<file path="config.mk">
export PLATFORM = sky130hd
export DESIGN_NAME = issue_scoreboard
export DESIGN_NICKNAME = d
export VERILOG_FILES = /design/src/rtl/sb_pkg.sv /design/src/rtl/sb_slot_chk.sv /design/src/rtl/issue_scoreboard.sv
export SDC_FILE = /design/constraint.sdc
export NUM_CORES = 1
export LEC_CHECK = 0
export ABC_AREA = 1
export CAP_MARGIN = 20
export CORE_MARGIN = 4
export CORE_UTILIZATION = 38
export CTS_BUF_LIST = sky130_fd_sc_hd__clkbuf_4
export CTS_CLUSTER_SIZE = 20
export DETAILED_ROUTE_END_ITERATION = 8
export GPL_TIMING_DRIVEN = 0
export HOLD_SLACK_MARGIN = 0.12
export PLACE_DENSITY = 0.59
export SYNTH_ARGS = -nofsm -noshare
export SYNTH_HDL_FRONTEND = slang
export SYNTH_HIERARCHICAL = 1
export SYNTH_SLANG_ARGS = --single-unit
</file>
<file path="constraint.sdc">
create_clock -name clk -period 3.9 [get_ports clk]
set_clock_uncertainty 0.15 [all_clocks]
set_input_delay 0.78 -clock clk [delete_from_list [all_inputs] [get_ports clk]]
set_output_delay 0.78 -clock clk [all_outputs]
set_load 0.02 [all_outputs]
</file>
<file path="src/rtl/sb_pkg.sv">
// Shared types for the dual-issue interlock scoreboard.
package sb_pkg;
  localparam int SB_NREG = 32;

  typedef enum logic [1:0] {
    LAT_ALU  = 2'd0,
    LAT_LOAD = 2'd1,
    LAT_MUL  = 2'd2,
    LAT_DIV  = 2'd3
  } lat_class_e;

  typedef enum logic {
    DIV_IDLE = 1'b0,
    DIV_BUSY = 1'b1
  } div_state_e;
endpackage

</file>
<file path="src/rtl/sb_slot_chk.sv">
// Per-slot hazard check: RAW on either read-enabled source, WAW on the
// destination, and structural block on the divider.
module sb_slot_chk
  import sb_pkg::*;
(
  input  logic [4:0]         i_raddr1,
  input  logic [4:0]         i_raddr2,
  input  logic [1:0]         i_re,
  input  logic [4:0]         i_waddr,
  input  logic               i_we,
  input  logic [1:0]         i_lat,
  input  logic [SB_NREG-1:0] i_eff_pend,
  input  logic               i_div_busy,
  output logic               o_block
);
  logic w_raw, w_waw, w_div;

  // r0 never appears in i_eff_pend, so r0 operands never block here
  assign w_raw   = (i_re[0] && i_eff_pend[i_raddr1]) ||
                   (i_re[1] && i_eff_pend[i_raddr2]);
  assign w_waw   = i_we && i_eff_pend[i_waddr];
  assign w_div   = (i_lat == LAT_DIV) && i_div_busy;
  assign o_block = w_raw || w_waw || w_div;
endmodule

</file>
<file path="src/rtl/issue_scoreboard.sv">
// Dual-issue ID->EX interlock. Tracks registers whose LOAD/MUL/DIV results
// are only visible from WB, decides slot A / slot B issue each cycle and
// serialises the multi-cycle divider.
// Optional: define SB_STALL_CNT_EN to build the saturating ID stall counter;
// otherwise stall_cnt is tied to zero.
module issue_scoreboard
  import sb_pkg::*;
#(
  parameter int DIV_LAT = 16
) (
  input  logic        clk,
  input  logic        rstn,
  input  logic        ID_valid_a,
  input  logic        ID_valid_b,
  input  logic [4:0]  ID_rf_raddr_a1,
  input  logic [4:0]  ID_rf_raddr_a2,
  input  logic [4:0]  ID_rf_raddr_b1,
  input  logic [4:0]  ID_rf_raddr_b2,
  input  logic [1:0]  ID_rf_re_a,
  input  logic [1:0]  ID_rf_re_b,
  input  logic [4:0]  ID_rf_waddr_a,
  input  logic [4:0]  ID_rf_waddr_b,
  input  logic        ID_rf_we_a,
  input  logic        ID_rf_we_b,
  input  logic [1:0]  ID_lat_a,
  input  logic [1:0]  ID_lat_b,
  input  logic        EX_ready,
  input  logic [4:0]  WB_rf_waddr_a,
  input  logic [4:0]  WB_rf_waddr_b,
  input  logic        WB_rf_we_a,
  input  logic        WB_rf_we_b,
  input  logic        flush_all,
  output logic        issue_a,
  output logic        issue_b,
  output logic        div_busy,
  output logic [31:0] stall_cnt
);
  localparam int CW = $clog2(DIV_LAT + 1);

  logic [SB_NREG-1:0] r_pend;
  logic [CW-1:0]      r_div_cnt;
  div_state_e         r_div_state;

  logic [SB_NREG-1:0] w_clr, w_set_a, w_set_b, w_eff;
  logic               w_div_nz, w_blk_a, w_blk_b_base, w_pair_blk;
  logic               w_a_dst, w_div_issue;

  // WB writes this cycle unblock readers immediately (write-through RF)
  assign w_clr = (WB_rf_we_a ? (SB_NREG'(1) << WB_rf_waddr_a) : '0) |
                 (WB_rf_we_b ? (SB_NREG'(1) << WB_rf_waddr_b) : '0);
  assign w_eff    = r_pend & ~w_clr;
  assign w_div_nz = (r_div_cnt != '0);

  sb_slot_chk u_chk_a (
    .i_raddr1   (ID_rf_raddr_a1),
    .i_raddr2   (ID_rf_raddr_a2),
    .i_re       (ID_rf_re_a),
    .i_waddr    (ID_rf_waddr_a),
    .i_we       (ID_rf_we_a),
    .i_lat      (ID_lat_a),
    .i_eff_pend (w_eff),
    .i_div_busy (w_div_nz),
    .o_block    (w_blk_a)
  );

  sb_slot_chk u_chk_b (
    .i_raddr1   (ID_rf_raddr_b1),
    .i_raddr2   (ID_rf_raddr_b2),
    .i_re       (ID_rf_re_b),
    .i_waddr    (ID_rf_waddr_b),
    .i_we       (ID_rf_we_b),
    .i_lat      (ID_lat_b),
    .i_eff_pend (w_eff),
    .i_div_busy (w_div_nz),
    .o_block    (w_blk_b_base)
  );

  // Intra-pair hazards: B cannot see A's result in the same issue group.
  // A write to r0 is not a real destination, so it never blocks B.
  assign w_a_dst    = ID_rf_we_a && (ID_rf_waddr_a != 5'd0);
  assign w_pair_blk = (w_a_dst && ID_rf_re_b[0] && (ID_rf_raddr_b1 == ID_rf_waddr_a)) ||
                      (w_a_dst && ID_rf_re_b[1] && (ID_rf_raddr_b2 == ID_rf_waddr_a)) ||
                      (w_a_dst && ID_rf_we_b && (ID_rf_waddr_b == ID_rf_waddr_a)) ||
                      ((ID_lat_a == LAT_LOAD) && (ID_lat_b == LAT_LOAD)) ||
                      ((ID_lat_a == LAT_DIV)  && (ID_lat_b == LAT_DIV));

  assign issue_a = ID_valid_a && EX_ready && !w_blk_a && rstn && !flush_all;
  assign issue_b = issue_a && ID_valid_b && !w_blk_b_base && !w_pair_blk;

  assign w_set_a = (issue_a && ID_rf_we_a && (ID_lat_a != LAT_ALU))
                   ? (SB_NREG'(1) << ID_rf_waddr_a) : '0;
  assign w_set_b = (issue_b && ID_rf_we_b && (ID_lat_b != LAT_ALU))
                   ? (SB_NREG'(1) << ID_rf_waddr_b) : '0;
  assign w_div_issue = (issue_a && (ID_lat_a == LAT_DIV)) ||
                       (issue_b && (ID_lat_b == LAT_DIV));

  // Pending set: flush wins, then set beats same-cycle clear; r0 stays clear
  always_ff @(posedge clk or negedge rstn) begin
    if (!rstn)          r_pend <= '0;
    else if (flush_all) r_pend <= '0;
    else                r_pend <= ((r_pend & ~w_clr) | w_set_a | w_set_b) & ~SB_NREG'(1);
  end

  // Divider FSM: BUSY exactly while the countdown is non-zero
  always_ff @(posedge clk or negedge rstn) begin
    if (!rstn) begin
      r_div_cnt   <= '0;
      r_div_state <= DIV_IDLE;
    end else if (flush_all) begin
      r_div_cnt   <= '0;
      r_div_state <= DIV_IDLE;
    end else begin
      case (r_div_state)
        DIV_IDLE: begin
          if (w_div_issue) begin
            r_div_cnt   <= CW'(DIV_LAT);
            r_div_state <= DIV_BUSY;
          end
        end
        DIV_BUSY: begin
          if (r_div_cnt == CW'(1)) begin
            r_div_cnt   <= '0;
            r_div_state <= DIV_IDLE;
          end else begin
            r_div_cnt <= r_div_cnt - CW'(1);
          end
        end
        default: begin
          r_div_cnt   <= '0;
          r_div_state <= DIV_IDLE;
        end
      endcase
    end
  end

  assign div_busy = (r_div_state == DIV_BUSY);

`ifdef SB_STALL_CNT_EN
  logic [31:0] r_stall_cnt;

  // Saturating count of cycles where slot A holds an instruction but stalls
  always_ff @(posedge clk or negedge rstn) begin
    if (!rstn)
      r_stall_cnt <= '0;
    else if (ID_valid_a && !issue_a && (r_stall_cnt != 32'hFFFF_FFFF))
      r_stall_cnt <= r_stall_cnt + 32'd1;
  end

  assign stall_cnt = r_stall_cnt;
`else
  assign stall_cnt = '0;
`endif
endmodule

</file>
==> results by group <==
Status
  – Status: finished with violations
  – Failing checks: negative setup slack

Hold path
  – HP Class: reg2reg

Place
  – DP HPWL: 17,500 um
  – Placed insts: ~1,300
  – Placer Congestion: approximately 0.95
  – IO buf count: 54

Timing
  – Fin crit share: 106%
  – Worst slew margin: 59.4%
  – Final slew viol count: 0
  – Worst slew pin tran: roughly 0.61 ns
  – FMAX: 0.242 GHz
  – Final hold vios: 0
  – Setup ws final: -0.231 ns
  – WHS: ~0.4 ns
  – # setup viols final: 1
  – RSZ-0062 raised after global routing: yes
  – Min Tclk post-route: 4.13 ns
  – Final TNS setup: -0.231 ns

Clocking
  – CTS Sinks: 37
  – Skew-Pair Late Insertion Delay: 0.37 ns
  – CTS tree: done
  – Clk pin slew, worst setup/hold paths: 0.14 ns
  – Total CTS buffers: 5
  – Root buffer cell: clkbuf_4
  – CTS max path bufs: 2
  – H-tree depth: 2

Drt
  – Residual DRC: 0
  – Vias per cell: 5.46
  – Via count: 7,540
  – Drt pass-1 iters: 6
  – First DRT Iteration DRCs: 808
  – Final WL: 24,400 um
  – ANT nets after route: 0
  – WL/cell: around 18 um

Setup path
  – Crit start category: input pin
  – Crit end category: primary output
  – Required time worst endpoint: a little under 3 ns
  – Critical path arrival: 3.20 ns
  – Worst Path Max Fanout: 6
  – Worst setup path class: in2out

Floorplanning
  – # rows: 44
  – Die Height: between 100 and 150 um
  – Boundary pin count: 93
  – Initial Util: 39.1%
  – Die W: 131 um
  – Die area: between 0.015 and 0.02 mm^2
  – Core ar.: 0.0147 mm^2

Logic synthesis
  – Seq/Total Area, Yosys: between 15 and 20%
  – Number of distinct library cells after synthesis: 36
  – Mapped cell area: 0.00575 mm^2
  – Synth Register Bits: 37
  – Synthesized area per cell: between 5 and 6 um^2
  – YS warnings: 6
  – Mapped Cells: around 1,100

Global routing
  – Initial antenna violation count: 0
  – Largest net degree at the start of global routing: 32
  – Global Route Usage Sum: between 20 and 30%
  – First-pass GRT wire length: 36,600 um
  – Grt ovf: 0
  – Vias in the first global route: 6,531

Finish
  – Share of layout cells above drive strength 1: between 20% and 30%
  – Final nets: 1,255
  – # diodes: 0
  – P&R area growth vs syn: 30.6%
  – Post-layout util: 51.1%
  – Cell Count, Final, Fillers Out: 1,380

Power and ir drop
  – Tot Pwr: 1.17 mW
  – PwrDens: 155 mW/mm^2
  – Worst vdd ir: 0.000129 V
  – LEAKAGE: 3.43 nW

Flow run
  – Max_cap viols: 0
-- through the flow --
stage | worst slack (ns) | cell area (um^2)
global placement | -1.77 | 6690
CTS | -0.344 | 7250
finish | -0.231 | 7510
global route | -0.361 | 7510
detailed placement | -1.74 | 6720
floorplan | 0.000119 | 5920
-- cells in the final DEF (no fill, tap or decap), types with 26 or more instances in the layout --
master and n:
a21oi_1 36, buf_4 76, buf_6 26, clkdlybuf4s50_1 38
conb_1 38, dfrtp_1 37, inv_1 73, nand2_1 337
nand3_1 189, nand4_1 51, nor2_1 71
-- final cells by class --
class | count | area [um^2]
plain buffers | 83 | 617
clock buffers | 5 | 37.5
clock inverters | 3 | 41.3
fillers | 1588 | 7190
inverters | 112 | 493
multi-input cells | 859 | 4240
flip-flops and latches | 37 | 926
well taps | 184 | 230
repair buffers | 96 | 916
repair inverters | 1 | 7.51
-- state kept, by name (all words and copies together) (netlist names) --
name	flops
div_busy	1
r_div_cnt	5
r_pend	31
-- kinds of logic after synthesis --
logic type               after synthesis  synth area share, %
XOR/XNOR                               2                0.305
AND/OR/NAND/NOR                      731                 55.7
AO/OA/AOI/OAI                         86                 8.58
flip-flops                            37                 16.1
buffers and inverters                196                 18.8
other                                  1               0.0652
adder cells (fa/ha/maj)                2                0.435
-- cell usage after synthesis, drive strengths merged --
cell | number | area, um^2
nand2 | 356 | 1340
nand3b | 6 | 52.6
a31oi | 15 | 93.8
ha | 2 | 25.0
conb | 1 | 3.75
a21oi | 36 | 180
o31ai | 11 | 82.6
nor4 | 1 | 6.26
o21ai | 19 | 95.1
nor3 | 11 | 66.3
dfrtp | 37 | 926
o22a | 3 | 26.3
inv | 111 | 442
clkinv | 1 | 8.76
nand3 | 202 | 1020
o21a | 1 | 7.51
nor2 | 103 | 397
o211ai | 1 | 7.51
and2 | 1 | 6.26
nand4 | 51 | 319
xor2 | 2 | 17.5
clkbuf | 7 | 26.3
buf | 77 | 602
-- critical path, cell delays in order --
cell and delay, ns:
buf_6 0.12, inv_6 0.08, buf_4 0.10, nand4_1 0.09, o21ai_1 0.25, a31oi_2 0.10
buf_6 0.17, buf_4 0.15, nand2_1 0.08, nand3_1 0.10, nand3_1 0.10, nand2_1 0.07
nand2_1 0.05, nand3b_1 0.08, nand3_1 0.10, nand2_1 0.07, inv_1 0.05, nand2_1 0.05
nand3b_4 0.15, nor2_4 0.16, and2_4 0.17, buf_6 0.11
-- report_power, final --
part | internal [mW] | switching (mW) | total, mW
logic | 0.190 | 0.309 | 0.499
clock network | 0.133 | 0.149 | 0.282
registers | 0.385 | 0.000900 | 0.386
total | 0.707 | 0.459 | 1.17
-- metal layers --
metal | share of wire, % | global-route usage (%) | vias up
li1 | - | - | 3686
met2 | 43 | 42.9 | 446
met5 | 0 | 0 | -
met1 | 42 | 39.3 | 3328
met4 | 4.5 | 10.3 | 0
met3 | 11 | 3.66 | 80
-- final timing paths --
path | cells after the start | slack (ns) | from | to
setup / recovery | 22 | -0.23 | WB_rf_waddr_b[1] | issue_b
hold / removal | 2 | 0.40 | r_div_cnt[4] | r_div_cnt[4]
setup reg to reg | 20 | 0.80 | r_pend[13] | r_pend[1]
hold reg to reg | 2 | 0.40 | r_div_cnt[4] | r_div_cnt[4]
max in group asynchronous | 3 | 2.47 | rstn | r_pend[7]
min in group asynchronous | 2 | 0.65 | rstn | div_busy
-- repair_timing --
action | CTS | global route
endpoints found under the hold margin | 6 | 0
buffers inserted | 23 | 16
gates cloned | 1 | 0
gates resized for setup | 170 | 39
setup endpoints to repair | 39 | 2
pin swaps | 24 | 31
hold buffers | 1 | 0
Power figures use the tool's default switching activity.
